[src/rtl/coin_acceptor.sv]
// Coin-slot front end: synchronises and debounces two raw coin switches and
// emits single-cycle u/d events, with post-coin lockout and reject counting.
module coin_acceptor #(
    parameter int DEB_CYCLES     = 500000,
    parameter int LOCKOUT_CYCLES = 2500000,
    parameter int CNT_W          = 22
) (
    input  logic       clk,
    input  logic       rst_n,
    input  logic       coin1_raw,
    input  logic       coin2_raw,
    output logic       u,
    output logic       d,
    output logic       busy,
    output logic [3:0] reject_cnt
);
    // state        | meaning
    // IDLE         | waiting for a debounced rise on either channel
    // LOCKOUT      | coin accepted, all rises ignored for LOCKOUT_CYCLES
    // WAIT_RELEASE | waiting for both debounced levels to return low
    typedef enum logic [1:0] {IDLE, LOCKOUT, WAIT_RELEASE} state_t;

    localparam logic [CNT_W-1:0] DEB_LAST  = CNT_W'(DEB_CYCLES - 1);
    localparam logic [CNT_W-1:0] LOCK_LAST = CNT_W'(LOCKOUT_CYCLES - 1);

    state_t           state;
    logic [1:0]       meta;
    logic [1:0]       sync;
    logic [1:0]       deb;
    logic [1:0]       deb_q;
    logic [1:0]       rise;
    logic [CNT_W-1:0] dcnt [2];
    logic [CNT_W-1:0] lcnt;

    assign rise = deb & ~deb_q;

    // Per-channel debounce: any sample matching the current level restarts the count.
    always_ff @(posedge clk or negedge rst_n) begin
        if (!rst_n) begin
            meta    <= '0;
            sync    <= '0;
            deb     <= '0;
            deb_q   <= '0;
            dcnt[0] <= '0;
            dcnt[1] <= '0;
        end else begin
            meta  <= {coin2_raw, coin1_raw};
            sync  <= meta;
            deb_q <= deb;
            for (int i = 0; i < 2; i++) begin
                if (sync[i] == deb[i]) begin
                    dcnt[i] <= '0;
                end else if (dcnt[i] == DEB_LAST) begin
                    deb[i]  <= ~deb[i];
                    dcnt[i] <= '0;
                end else begin
                    dcnt[i] <= dcnt[i] + 1'b1;
                end
            end
        end
    end

    always_ff @(posedge clk or negedge rst_n) begin
        if (!rst_n) begin
            state      <= IDLE;
            lcnt       <= '0;
            u          <= 1'b0;
            d          <= 1'b0;
            busy       <= 1'b0;
            reject_cnt <= '0;
        end else begin
            u <= 1'b0;
            d <= 1'b0;
            case (state)
                IDLE: begin
                    lcnt <= '0;
                    if (rise[0] && !deb[1]) begin
                        u     <= 1'b1;
                        busy  <= 1'b1;
                        state <= LOCKOUT;
                    end else if (rise[1] && !deb[0]) begin
                        d     <= 1'b1;
                        busy  <= 1'b1;
                        state <= LOCKOUT;
                    end else if (rise != 2'b00) begin
                        // Simultaneous coins, or a rise while the other slot is held.
                        if (reject_cnt != 4'hF)
                            reject_cnt <= reject_cnt + 4'd1;
                        busy  <= 1'b1;
                        state <= WAIT_RELEASE;
                    end
                end
                LOCKOUT: begin
                    if (lcnt == LOCK_LAST) begin
                        lcnt  <= '0;
                        state <= WAIT_RELEASE;
                    end else begin
                        lcnt <= lcnt + 1'b1;
                    end
                end
                WAIT_RELEASE: begin
                    if (deb == 2'b00) begin
                        busy  <= 1'b0;
                        state <= IDLE;
                    end
                end
                default: begin
                    busy  <= 1'b0;
                    state <= IDLE;
                end
            endcase
        end
    end
endmodule

[config.mk]
export PLATFORM = sky130hd
export DESIGN_NAME = coin_acceptor
export DESIGN_NICKNAME = d
export VERILOG_FILES = /design/src/rtl/coin_acceptor.sv
export SDC_FILE = /design/constraint.sdc
export NUM_CORES = 1
export LEC_CHECK = 0
export BUFFER_PORTS_ARGS = -buffer_cell sky130_fd_sc_hd__buf_2
export CAP_MARGIN = 25
export CORE_MARGIN = 2
export CORE_UTILIZATION = 57
export CTS_BUF_LIST = sky130_fd_sc_hd__clkbuf_8 sky130_fd_sc_hd__clkbuf_16
export CTS_CLUSTER_DIAMETER = 200
export CTS_CLUSTER_SIZE = 8
export DETAILED_ROUTE_END_ITERATION = 12
export PLACE_DENSITY_LB_ADDON = 0.15
export SLEW_MARGIN = 10
export SYNTH_ARGS = -nofsm -noshare
export SYNTH_HDL_FRONTEND = slang
export SYNTH_SLANG_ARGS = --single-unit
[constraint.sdc]
create_clock -name clk -period 5.2 [get_ports clk]
set_input_delay 0.26 -clock clk [delete_from_list [all_inputs] [get_ports clk]]
set_output_delay 0.26 -clock clk [all_outputs]
set_load 0.03 [all_outputs]
==> run metrics <==
status finished clean; Cell Rows 31; Final Max Tran Viols 0; XOR/XNOR Fraction of Synth Area 9.409%; Netlist Area Pre-Place 0.004189 mm²; Die Width 89.73 µm; CTS tree yes; DIE AREA 0.008051 mm²; Post-Route WL 7452 µm; gr usage total 20.17%; # nets final 450; First-pass DRT Iterations 4; met3 Resource Use GR 4.023%; post-layout util 63.78%; Routed Antenna Nets 0; Reg clk slew, reported paths 0.09 ns; Bufs on Longest Clock Path 2; ys flop type dfrtp_1; Post-DP HPWL 4939 µm; Fin Clk Skew 0.01026 ns; worst skew pair latency 0.35 ns; Tcrit/Tclk final 47.01%; post-synth top area share 49.58%; DRC viols 0; RSZ-0062 raised after global routing no; P_leak 0.001958 µW; largest stage delay on the critical path 0.72 ns; slowest CP cell a21boi_2; H-tree depth 3; Post-Syn Instances 430; post-synthesis sequential area ratio 49.58%; vias after detailed routing 3,045; number of setup buffers added after CTS 0; I/O Pins 11; drt first-iter violations 142; Initial Util 58.38%; crit start category flip-flop; total CTS buffers 9; Core Area 0.007176 mm²; Adder-Cell Fraction of Synth Area 2.091%; Setup Total Neg Slack 0 ns; Yosys reg bits 83; synth top area cells dfrtp_1 50%, nor2_1 5.7%, nand3_1 5.4%; worst min path class in -> reg; number of flops mapped to enable cells by yosys 0; GPL Wtd Cong 0.8017; GR Util met2 32.26%; layout cell share with drive strength beyond 1 9.910%; CP cell instances ha_1 -> nand3_1 -> nor4_4 -> a21boi_2 -> or2b_1 -> o311ai_1; DR vias/cell 5.608; final setup vio count 0; max_slew headroom 36.72%; Avg Inst Size Synth 9.742 µm²; Synthesized Nets 441; Worst Setup Path Type reg -> reg; CTS hold repair buffers 0; global-route wire length before repair 13,470 µm; gr ovfl total 0; largest net degree at the start of global routing 84; Pwr per Cell Area 265.8 mW/mm²; most frequent cells in the layout 83 x dfrtp_1, 64 x nor2_1, 45 x nand3_1; die height 89.73 µm; CP Capture Type flip-flop; vias in the first global route 2,998; grt met1 use 27.94%; leading area contributor after synthesis dfrtp_1; multiplexer share of the synthesized area 2.300%; Max Fanout on Critical Path 22; post-route minimum period 2.445 ns; ANT cells 0; post-synthesis cell type count 49; clk root buf clkbuf_8; Fill cells 567; # resized after CTS 0; initial antenna violation count 0; worst vdd ir 0.1833 mV; Synth Area in Compound Gates 6.392%; Post-Synth Simple-Gate Area 27.51%; Slew @ Worst Pin 0.9437 ns; CTS Sinks 83; wire per inst 13.72 µm; WP data required 5.45 ns; GRT busiest layer met2; max_cap viols 0; worst path arrival time 2.69 ns; Synth warnings 0; IO buf count 10; Area Growth Syn to Fin 9.259%; Achievable Freq 409.1 MHz; largest family of logic cells by synthesized area simple AND/OR/NAND/NOR gates; commonest non-fill, non-tap cell in the layout dfrtp_1; Post-synth ARST share 100.0%; final hold violation count 0
==> stage by stage <==
step / power [µW] / worst slack, ns / instance area, µm² / std cells / hold WS, ns
floorplan: 679.9 / 3.256 / 4189 / 430 / -0.03559
global placement: 696.3 / 2.798 / 4293 / 524 / 0.3342
detailed placement: 697.9 / 2.767 / 4304 / 525 / 0.3379
CTS: 1231 / 2.758 / 4539 / 541 / 0.001443
global route: 1268 / 2.557 / 4577 / 543 / 0.005595
finish: 1217 / 2.755 / 4577 / 543 / 0.01592
==> synth_stat cells, types with 2 or more instances <==
library cell   n
dfrtp_1       83
nor2_1        64
nand3_1       45
nand2_1       34
xor2_1        24
xnor2_1       21
nand4_1       19
a21oi_1       14
and3_1        13
nor4_1        12
clkbuf_1      11
inv_1          9
ha_1           7
nor3_1         7
a22o_1         5
mux2_2         5
o21ai_0        5
o311ai_1       5
and4_1         4
mux2i_1        4
nand2b_1       3
a21o_1         2
a221o_1        2
buf_6          2
nor3b_1        2
nor4_4         2
or2_2          2
or3_1          2
or4_1          2
==> kinds of logic (layout without fill, tap and decap cells) <==
logic type,count (synthesis),in the layout
muxes,9,9
and+or+nand+nor,222,222
buffers and inverters,25,39
adders and majority gates,7,7
DFF,83,83
AOI/OAI and AO/OA,39,39
xor gates and xnor gates,45,45
==> report_power, final <==
group | internal (µW) | switching (µW) | leakage, µW
sequential | 650 | 5.80 | 0.00115
clock | 298 | 231 | 0.000112
combinational | 9.35 | 21.7 | 0.000700
total | 958 | 259 | 0.00196
==> worst max-delay path: cells and delay by family (launching register included) <==
kind                     cells  cell delay (ns)
AND/OR/NAND/NOR              3             0.62
flip-flops                   1             0.45
AO/OA/AOI/OAI                2             1.02
adder cells (fa/ha/maj)      1             0.25
==> final timing paths <==
check | startpoint | slack (ns) | cells after the start | endpoint
hold / removal | coin1_raw | 0.02 | 1 | meta[0]$_DFF_PN0_
setup reg to reg | lcnt[0]$_DFFE_PN0P_ | 2.76 | 6 | lcnt[8]$_DFFE_PN0P_
min in group asynchronous | rst_n | 0.37 | 2 | busy$_DFFE_PN0P_
hold reg to reg | meta[1]$_DFF_PN0_ | 0.36 | 0 | sync[1]$_DFF_PN0_
setup / recovery | lcnt[0]$_DFFE_PN0P_ | 2.76 | 6 | lcnt[8]$_DFFE_PN0P_
max in group asynchronous | rst_n | 4.23 | 3 | dcnt[32]$_DFF_PN0_
==> state kept, by name, summed over array words and instances, names as in the netlist <==
| name | cells |
|---|---|
| busy | 1 |
| d | 1 |
| dcnt | 44 |
| deb | 2 |
| deb_q | 2 |
| lcnt | 22 |
| meta | 2 |
| reject_cnt | 4 |
| state | 2 |
| sync | 2 |
| u | 1 |
==> routing by layer <==
| layer | vias up | wire [µm] |
|---|---|---|
| li1 | 1538 | - |
| met3 | 9 | 190 |
| met4 | 0 | 102 |
| met2 | 38 | 3434 |
| met1 | 1460 | 3726 |
| met5 | - | 0 |
==> cell type report <==
type                       instances  area [µm²]  share of cell area [%]
sequential                        83        2077                   45.38
clock inverter                     5       83.83                   1.832
clock buffer                      11       151.4                   3.308
tap                               99       123.9                   2.706
multi-input combinational        322        1998                   43.66
timing repair buffer              14       108.9                   2.378
inverter                           9       33.78                  0.7381
No activity file was read; power rests on OpenSTA's default activity.
